==> config.mk <==
export PLATFORM = sky130hd
export DESIGN_NAME = branch_update_ctrl
export DESIGN_NICKNAME = d
export VERILOG_FILES = /design/src/rtl/bp_pkg.sv /design/src/rtl/bp_fifo.sv /design/src/rtl/branch_update_ctrl.sv
export SDC_FILE = /design/constraint.sdc
export NUM_CORES = 1
export LEC_CHECK = 0
export BUFFER_PORTS_ARGS = -buffer_cell sky130_fd_sc_hd__buf_2
export CORE_ASPECT_RATIO = 1.5
export CORE_MARGIN = 2
export CORE_UTILIZATION = 60
export CTS_CLUSTER_SIZE = 30
export DETAILED_ROUTE_END_ITERATION = 7
export HOLD_SLACK_MARGIN = 0.03
export PLACE_DENSITY = 0.9
export SLEW_MARGIN = 15
export SYNTH_ARGS = -nofsm -noshare
export SYNTH_HDL_FRONTEND = slang
export SYNTH_HIERARCHICAL = 1
export SYNTH_SLANG_ARGS = --single-unit
==> constraint.sdc <==
create_clock -name clk -period 10.5 [get_ports clk]
set_input_delay 0.525 -clock clk [delete_from_list [all_inputs] [get_ports clk]]
set_output_delay 0.525 -clock clk [all_outputs]
set_load 0.01 [all_outputs]
==> src/rtl/bp_pkg.sv <==
// Types and constants shared by the branch update controller and the BHT.
package bp_pkg;

    localparam int unsigned PcWDefault = 32;

    typedef struct packed {
        logic [PcWDefault-1:0] pc;
        logic                  pred;
    } bp_entry_t;

    typedef enum logic {
        StRun   = 1'b0,
        StFlush = 1'b1
    } bp_state_e;

    // 2-bit saturating counter encodings used by the BHT.
    localparam logic [1:0] CntStrongNt = 2'b00;
    localparam logic [1:0] CntWeakNt   = 2'b01;
    localparam logic [1:0] CntWeakT    = 2'b10;
    localparam logic [1:0] CntStrongT  = 2'b11;

endpackage

==> src/rtl/bp_fifo.sv <==
// In-order synchronous FIFO with clear; push while full is accepted only with a same-cycle pop.
module bp_fifo
    import bp_pkg::*;
#(
    parameter int unsigned Depth   = 4,
    parameter type         entry_t = bp_entry_t
) (
    input  logic   clk_i,
    input  logic   rst_i,
    input  logic   clear_i,
    input  logic   push_i,
    input  entry_t push_data_i,
    input  logic   pop_i,
    output entry_t head_o,
    output logic   full_o,
    output logic   empty_o
);

    localparam int unsigned PtrW = $clog2(Depth);
    localparam logic [PtrW:0] CntFull = (PtrW + 1)'(Depth);

    logic [PtrW-1:0] wr_ptr_q, rd_ptr_q;
    logic [PtrW:0]   cnt_q;
    entry_t          mem_q [Depth];
    logic            do_push, do_pop;

    always_comb begin
        full_o  = (cnt_q == CntFull);
        empty_o = (cnt_q == '0);
        do_pop  = pop_i && !empty_o;
        do_push = push_i && (!full_o || do_pop);
        head_o  = mem_q[rd_ptr_q];
    end

    always_ff @(posedge clk_i) begin
        if (rst_i || clear_i) begin
            wr_ptr_q <= '0;
            rd_ptr_q <= '0;
            cnt_q    <= '0;
        end else begin
            if (do_push) wr_ptr_q <= wr_ptr_q + 1'b1;
            if (do_pop)  rd_ptr_q <= rd_ptr_q + 1'b1;
            if (do_push && !do_pop) cnt_q <= cnt_q + 1'b1;
            else if (do_pop && !do_push) cnt_q <= cnt_q - 1'b1;
        end
    end

    always_ff @(posedge clk_i) begin
        if (do_push && !clear_i) mem_q[wr_ptr_q] <= push_data_i;
    end

endmodule

==> src/rtl/branch_update_ctrl.sv <==
// Tracks in-flight predicted branches, trains the BHT and raises flush/redirect on mispredict.
// Optional performance counters are enabled with the BRU_PERF_CNT_EN macro.
module branch_update_ctrl
    import bp_pkg::*;
#(
    parameter int unsigned DEPTH = 4,
    parameter int unsigned PC_W  = PcWDefault
) (
    input  logic            clk,
    input  logic            rst,
    input  logic            fetch_valid,
    input  logic [PC_W-1:0] fetch_pc,
    input  logic            predict_taken,
    output logic            fetch_ready,
    input  logic            ex_valid,
    input  logic [PC_W-1:0] ex_pc,
    input  logic            ex_taken,
    input  logic [PC_W-1:0] ex_target,
    output logic [PC_W-1:0] update_pc,
    output logic            update_taken,
    output logic            update_enable,
    output logic            flush,
    output logic [PC_W-1:0] redirect_pc,
    output logic            sync_err
`ifdef BRU_PERF_CNT_EN
    ,
    output logic [31:0]     perf_branches,
    output logic [31:0]     perf_mispred
`endif
);

    typedef struct packed {
        logic [PC_W-1:0] pc;
        logic            pred;
    } entry_t;

    bp_state_e       state_q, state_d;
    entry_t          head, push_entry;
    logic            full, empty;
    logic            ex_acc, hit, mis_now, push_en, pop_en;
    logic            upd_en_q, upd_taken_q, sync_err_q;
    logic [PC_W-1:0] upd_pc_q, redir_q;

    always_comb begin
        ex_acc     = ex_valid && (state_q == StRun);
        hit        = !empty && (head.pc == ex_pc);
        mis_now    = ex_acc && (!hit || (head.pred != ex_taken));
        pop_en     = ex_acc && !empty;
        // A full queue still takes a push when the head retires in the same cycle.
        push_en    = fetch_valid && (state_q == StRun) && (!full || pop_en) && !mis_now;
        push_entry = '{pc: fetch_pc, pred: predict_taken};
        state_d    = mis_now ? StFlush : StRun;
    end

    bp_fifo #(
        .Depth   (DEPTH),
        .entry_t (entry_t)
    ) u_fifo (
        .clk_i       (clk),
        .rst_i       (rst),
        .clear_i     (mis_now),
        .push_i      (push_en),
        .push_data_i (push_entry),
        .pop_i       (pop_en),
        .head_o      (head),
        .full_o      (full),
        .empty_o     (empty)
    );

    always_ff @(posedge clk) begin
        if (rst) begin
            state_q     <= StRun;
            upd_en_q    <= 1'b0;
            upd_pc_q    <= '0;
            upd_taken_q <= 1'b0;
            redir_q     <= '0;
            sync_err_q  <= 1'b0;
        end else begin
            state_q  <= state_d;
            upd_en_q <= ex_acc;
            if (ex_acc) begin
                upd_pc_q    <= ex_pc;
                upd_taken_q <= ex_taken;
            end
            if (mis_now) redir_q <= ex_taken ? ex_target : ex_pc + PC_W'(4);
            if (ex_acc && !hit) sync_err_q <= 1'b1;
        end
    end

    // Outputs are forced quiet for the whole time rst is held, not just after its first edge.
    always_comb begin
        fetch_ready   = !rst && (state_q == StRun) && !full;
        update_enable = !rst && upd_en_q;
        update_pc     = rst ? '0 : upd_pc_q;
        update_taken  = !rst && upd_taken_q;
        flush         = !rst && (state_q == StFlush);
        redirect_pc   = rst ? '0 : redir_q;
        sync_err      = !rst && sync_err_q;
    end

`ifdef BRU_PERF_CNT_EN
    logic [31:0] perf_br_q, perf_mis_q;

    always_ff @(posedge clk) begin
        if (rst) begin
            perf_br_q  <= '0;
            perf_mis_q <= '0;
        end else begin
            if (ex_acc && (perf_br_q != '1))   perf_br_q  <= perf_br_q + 32'd1;
            if (mis_now && (perf_mis_q != '1)) perf_mis_q <= perf_mis_q + 32'd1;
        end
    end

    assign perf_branches = rst ? '0 : perf_br_q;
    assign perf_mispred  = rst ? '0 : perf_mis_q;
`endif

endmodule

==> flow_summary.toml, run 1 <==
[status]
status = "finished, final reports clean"

[global_route]
grt_usage = 0.270
grt_pass1_wl_um = 34000
grt_max_degree = 72
grt-ovfl-total = 0
antenna_found_initial = 1
grt_pass1_vias = 6222

[setup_path]
reg2reg_slack_ns = 5.69
worstPathRequired_ns = 10.92
reg2reg_depth = 16
worst-setup-path-type = "reg -> reg"
end_kind = "flop"
cp_cell_sequence = "buf_4, mux4_2, xor2_1, nor4_1, nand3_1, nor4_1, nand2_1, a21oi_1, nand2_2, inv_1, ha_1, inv_1, fa_1, xor2_1, or3_1, a21oi_1"
slowest_stage = "mux4_2"
rr_endpoint = "u_fifo/cnt_q[2]"
max_stage_delay_ns = 0.60
path_max_fanout = 33
cp-start-kind = "flop"
crit_arrival_ns = 5.23

[timing]
finalCritPeriodShare = 0.458
fmax_ghz = 0.208
finalWorstPathRequiredPeriod_ns = 4.81
worst_clock_skew_ns = 0.0109
worst_slew_margin_rel = 0.268
worst_slew_pin_slew_ns = 1.10
setup_viol = 0
hold_violations = 0
fin_ws_ns = 5.69
slew_violations = 0
rsz0062_at_grt = "no"
setup_tns_ns = 0

[die]
die_w_um = 105
core_um2 = 15100
fp-row-count = 55
die-height_um = 156
ios = 171
start_util = 0.613
die_area_um2 = 16400

[synthesis]
seq_area_frac_synth = 0.596
muxShareOfSynthArea = 0.103
synth_top_family_by_area = "simple AND/OR/NAND/NOR gates"
synth_xor_area_frac = 0.0569
synth_commonest_cells = "edfxtp_1, dfxtp_1, xor2_1, inv_1"
synth_top_area_share = 0.429
yosysMostFrequentCell = "edfxtp_1"
ys_types = 49
syn_area_um2 = 9240
synth_nets = 799
synth_enable_flop_cells = 132
synthFlopType = "edfxtp_1"
yosys.area_share.simple = 0.110
ys_warn_count = 6
synthAdderAreaFrac = 0.0103
synthCells = 690
postSynth.asyncResetShare = 0
ys_seq_elements = 209
yosys-top-cells-area = "edfxtp_1, dfxtp_1, mux4_2"
synth-compound-area-share = 0.0780
synth_top_cell_by_area = "edfxtp_1"
syn_area_per_cell_um2 = 13.4

[cts]
cts_max_path_buffers = 3
cts_tree = "yes"
cts_max_level = 1
cts_hold_buf = 0
cts.sinks = 209
cts_inserted_buffers = 19
ctsResizeCount = 0
clk_latency_ns = 0.49
clkTransAtPathRegs_ns = 0.07
cts_setup_buffers = 0
root_buffer = "clkbuf_16"

[power_and_ir_drop]
p_sw_frac = 0.217
power_frac_clock = 0.415
p_per_area_nw_per_um2 = 171
ir_worst_vdd_v = 0.000139
p_int_mw = 1.46
power.switching_mw = 0.405
power_mw = 1.86
p_leak_nw = 4.44
seqPwrFrac = 0.490
combinationalPowerShare = 0.095

[drt]
drt-initial-drc-count = 464
vias = 6289
wl_per_cell_um = 21.0
firstDrtPassIters = 5
drcViolationCount = 0
routed_wl_um = 22200
via_per_inst = 5.96
ant_nets = 0

[run]
maxCapViolations = 0

[worst_hold_path]
min_to = "u_fifo/mem_q[0][14]"
hold_class = "in -> reg"
worstHoldPathCells = 1
hold_path.startpoint = "fetch_pc[13]"

[place]
dp_slack_ns = 5.71
gp_congestion = 0.844
detailed_place_hpwl_um = 14700
dpl-instance-area_um2 = 10200
place.port_buffers = 170

[cells_and_area]
fillers = 975
fin_area_um2 = 10900
areaGrowthSynthToFinish_pct = 17.9
layout-drive-gt1-share = 0.305
nNetsFinal = 952
## metrics by stage
step / utilization / hold slack (ns) / instances
finish: 0.722 / 0.250 / 1055
floorplan: - / 0.447 / 690
global route: 0.722 / 0.245 / 1055
detailed placement: 0.676 / 0.467 / 1021
CTS: 0.722 / 0.240 / 1054
global placement: 0.676 / 0.461 / 1021
## logic make-up after synthesis
kind of cell	after synthesis
flip-flops	209
AO/OA/AOI/OAI	94
AND/OR/NAND/NOR	175
buffers and inverters	91
multiplexers	54
adder cells (fa/ha/maj)	7
XOR/XNOR	60
## state kept, by name, summed over array words and instances (netlist names), named ones only
| signal | count |
|---|---|
| u_fifo/rd_ptr_q | 2 |
| state_q | 1 |
| sync_err_q | 1 |
| u_fifo/cnt_q | 3 |
| redir_q | 32 |
| upd_taken_q | 1 |
| u_fifo/mem_q | 132 |
| upd_pc_q | 32 |
| upd_en_q | 1 |
| u_fifo/wr_ptr_q | 2 |
## critical path: cells and delay by family, from the launching register on
kind,cells,cell delay [ns]
fa+ha+maj,2,0.55
simple gates,6,1.80
flops,1,0.32
buf+inv,3,0.68
xor+xnor,2,0.33
compound gates,2,0.46
mux,1,0.60
## power by group through the flow
stage	logic (mW)	registers (mW)	clock network, mW
3_3_place_gp	0.170	0.929	0
6_report	0.177	0.914	0.774
4_1_cts	0.176	0.913	0.781
3_5_place_dp	0.174	0.931	0
2_1_floorplan	0.105	0.929	0
5_1_grt	0.192	0.915	0.813
## per-layer routing
layer	wire [um]	up-vias	part of all wire	global-route usage
met2	11400	325	0.51	0.459
met1	8080	3059	0.36	0.334
met5	0	-	0	0
li1	-	2835	-	-
met4	941	0	0.042	0.130
met3	1800	70	0.081	0.0472
## cell usage in the layout, fill, tap and decap left out, types with 2 or more instances in the layout
cell,n
nand2_1,14
a22oi_2,2
buf_4,9
nand3_1,16
o22a_1,32
xnor2_1,14
a32oi_1,3
bufinv_16,6
mux4_2,33
edfxtp_1,132
a22oi_1,27
clkbuf_16,19
nand4_1,9
nor4_1,6
inv_1,44
xor2_1,46
nor2b_1,36
dfxtp_1,76
nor3b_1,2
clkbuf_1,3
nor2_1,22
a21oi_1,14
ha_1,6
a221oi_1,2
nor3b_2,4
mux2i_1,21
and4_1,3
o21ai_0,6
or3_1,3
nor3_1,11
nand2b_1,36
buf_2,170
or4_4,3
## how the worst max path moves through the flow
stage | slack (ns) | cells after the start | to | start
after floorplan | 4.94 | 11 | u_fifo/mem_q[1][0] | flop
after global placement | 5.90 | 16 | u_fifo/cnt_q[2] | flop
after detailed placement | 5.71 | 16 | u_fifo/cnt_q[2] | flop
after CTS | 5.61 | 16 | u_fifo/cnt_q[2] | flop
after global routing | 5.36 | 16 | u_fifo/cnt_q[2] | flop
final | 5.69 | 16 | u_fifo/cnt_q[2] | flop
## layout make-up
cell class              instances  area [um2]  share of cell area
diodes                          1        2.50            0.000230
clock buffers                  22         487              0.0447
clock inverters                11         210              0.0193
inverters                      44         165              0.0152
multi-input cells             390        3350               0.308
flip-flops and latches        209        5510               0.506
well taps                     199         249              0.0229
repair buffers                179         918              0.0844
Note: power is estimated with default switching activity, not from simulation.
==> inputs of run 2 (changes only) <==
- CORE_UTILIZATION: 60 -> 56
- PLACE_DENSITY: 0.9 -> 0.85
- clock period: 10.5 -> 4.9 ns (I/O delays scaled with it)
==> run 2 against run 1 <==
Combinational power increased by 130%. Total power increased by 110%. Core utilization decreased by 2.6 points. Critical endpoint unchanged. Largest cell class unchanged.
==> flow_summary.toml, run 2 (same netlist as run 1, synthesis figures left out) <==
[setup_path]
cp-start-kind = "flop"
end_kind = "flop"
path_max_fanout = 22
crit_arrival_ns = 4.75
worstPathRequired_ns = 5.32
worst-setup-path-type = "reg -> reg"

[drt]
ant_nets = 0
wl_per_cell_um = 20.4
vias = 6296
firstDrtPassIters = 5
via_per_inst = 5.73
routed_wl_um = 22400
drcViolationCount = 0
drt-initial-drc-count = 576

[cts]
clkTransAtPathRegs_ns = 0.06
cts_max_level = 1
clk_latency_ns = 0.48
root_buffer = "clkbuf_16"
cts.sinks = 209
cts_max_path_buffers = 3
cts_tree = "yes"
cts_inserted_buffers = 19
cts_setup_buffers = 0

[run]
maxCapViolations = 0

[timing]
setup_viol = 0
fmax_ghz = 0.230
hold_ws_ns = 0.0457
finalWorstPathRequiredPeriod_ns = 4.34
worst_slew_pin_slew_ns = 1.09
worst_slew_margin_rel = 0.270
fin_ws_ns = 0.561
setup_tns_ns = 0
rsz0062_at_grt = "no"
hold_violations = 0
finalCritPeriodShare = 0.886
worst_clock_skew_ns = 0.00773
slew_violations = 0

[global_route]
grt-ovfl-total = 0
grt_usage = 0.260
antenna_found_initial = 0
grt_pass1_vias = 6307
grt_max_degree = 56
grt_pass1_wl_um = 34500

[place]
dpl-instance-area_um2 = 10300
detailed_place_hpwl_um = 15400
placed_cells = 1033
place.port_buffers = 170
gp_congestion = 0.809
dp_slack_ns = 0.614

[cells_and_area]
instances_no_fill = 1099
regArea_um2 = 5510
fin_area_um2 = 11300
areaGrowthSynthToFinish_pct = 22.1
largest_register_ffs = 132
final_core_util = 0.697
nNetsFinal = 990
fillers = 1138
antenna_cells = 0
layout-drive-gt1-share = 0.298
regMostFlops = "u_fifo/mem_q"
multi_input_area_um2 = 3350
final_common_cell = "buf_2"
top_regs = "u_fifo/mem_q: 132 flops, redir_q: 32 flops, upd_pc_q: 32 flops"
layout_common_cells = "buf_2, edfxtp_1, dfxtp_1"

[die]
ios = 171
core_um2 = 16200
die-height_um = 161
start_util = 0.570
die_area_um2 = 17600
fp-row-count = 57
die_w_um = 109

[power_and_ir_drop]
power_mw = 3.90
ir_worst_vdd_v = 0.000361
p_per_area_nw_per_um2 = 346
p_leak_nw = 4.60

[status]
status = "finished, final reports clean"

[worst_hold_path]
hold_class = "in -> reg"
hold_path.startpoint = "ex_target[18]"
-- run 2: changes by cell type in the layout (fill, tap and decap cells not counted), moves of 2 or more --
cell           delta
bufinv_16         -2
dlygate4sd3_1    +33
clkinvlp_2        +2
buf_12            +6
clkinv_2          +2
-- run 2: final timing paths --
kind | end | slack [ns] | cells after the start
max reg2reg | u_fifo/cnt_q[2] | 0.56 | 16
min | redir_q[18] | 0.05 | 3
min reg2reg | redir_q[18] | 0.48 | 2
max | u_fifo/cnt_q[2] | 0.56 | 16
-- run 2: critical path, stage by stage, from the launching register on --
cell and delay, ns:
dfxtp_2 0.37, buf_12 0.22, mux4_2 0.55, xnor2_1 0.20, nand4_1 0.19, or4_4 0.45
nor4_1 0.35, nand2_1 0.11, a21oi_1 0.33, nand2_2 0.18, inv_1 0.09, ha_1 0.17
inv_1 0.06, fa_1 0.37, xor2_1 0.16, or3_1 0.31, a21oi_1 0.15
-- run 2: cell type report --
| type | instances | share of cell area |
|---|---|---|
| clock buffers | 22 | 0.0432 |
| clock inverters | 11 | 0.0136 |
| inverters | 44 | 0.0146 |
| multi-input cells | 390 | 0.297 |
| flip-flops and latches | 209 | 0.488 |
| well taps | 206 | 0.0229 |
| repair buffers | 217 | 0.121 |
-- run 2: routing by layer --
metal / track usage / vias to the layer above / share of wire
met2: 0.459 / 259 / 0.52
met5: 0 / - / 0
li1: - / 2913 / -
met1: 0.323 / 3066 / 0.38
met4: 0.0991 / 0 / 0.036
met3: 0.0339 / 58 / 0.065
-- run 2: power by group --
| group | internal (mW) | leakage (nW) | switching, mW |
|---|---|---|---|
| clock network | 0.922 | 0.308 | 0.617 |
| registers | 1.94 | 1.83 | 0.0201 |
| logic | 0.179 | 2.46 | 0.225 |
-- run 2: repair_timing --
item,CTS,global route
hold endpoints to repair,132,0
gates resized for setup,0,0
hold buffers,33,0
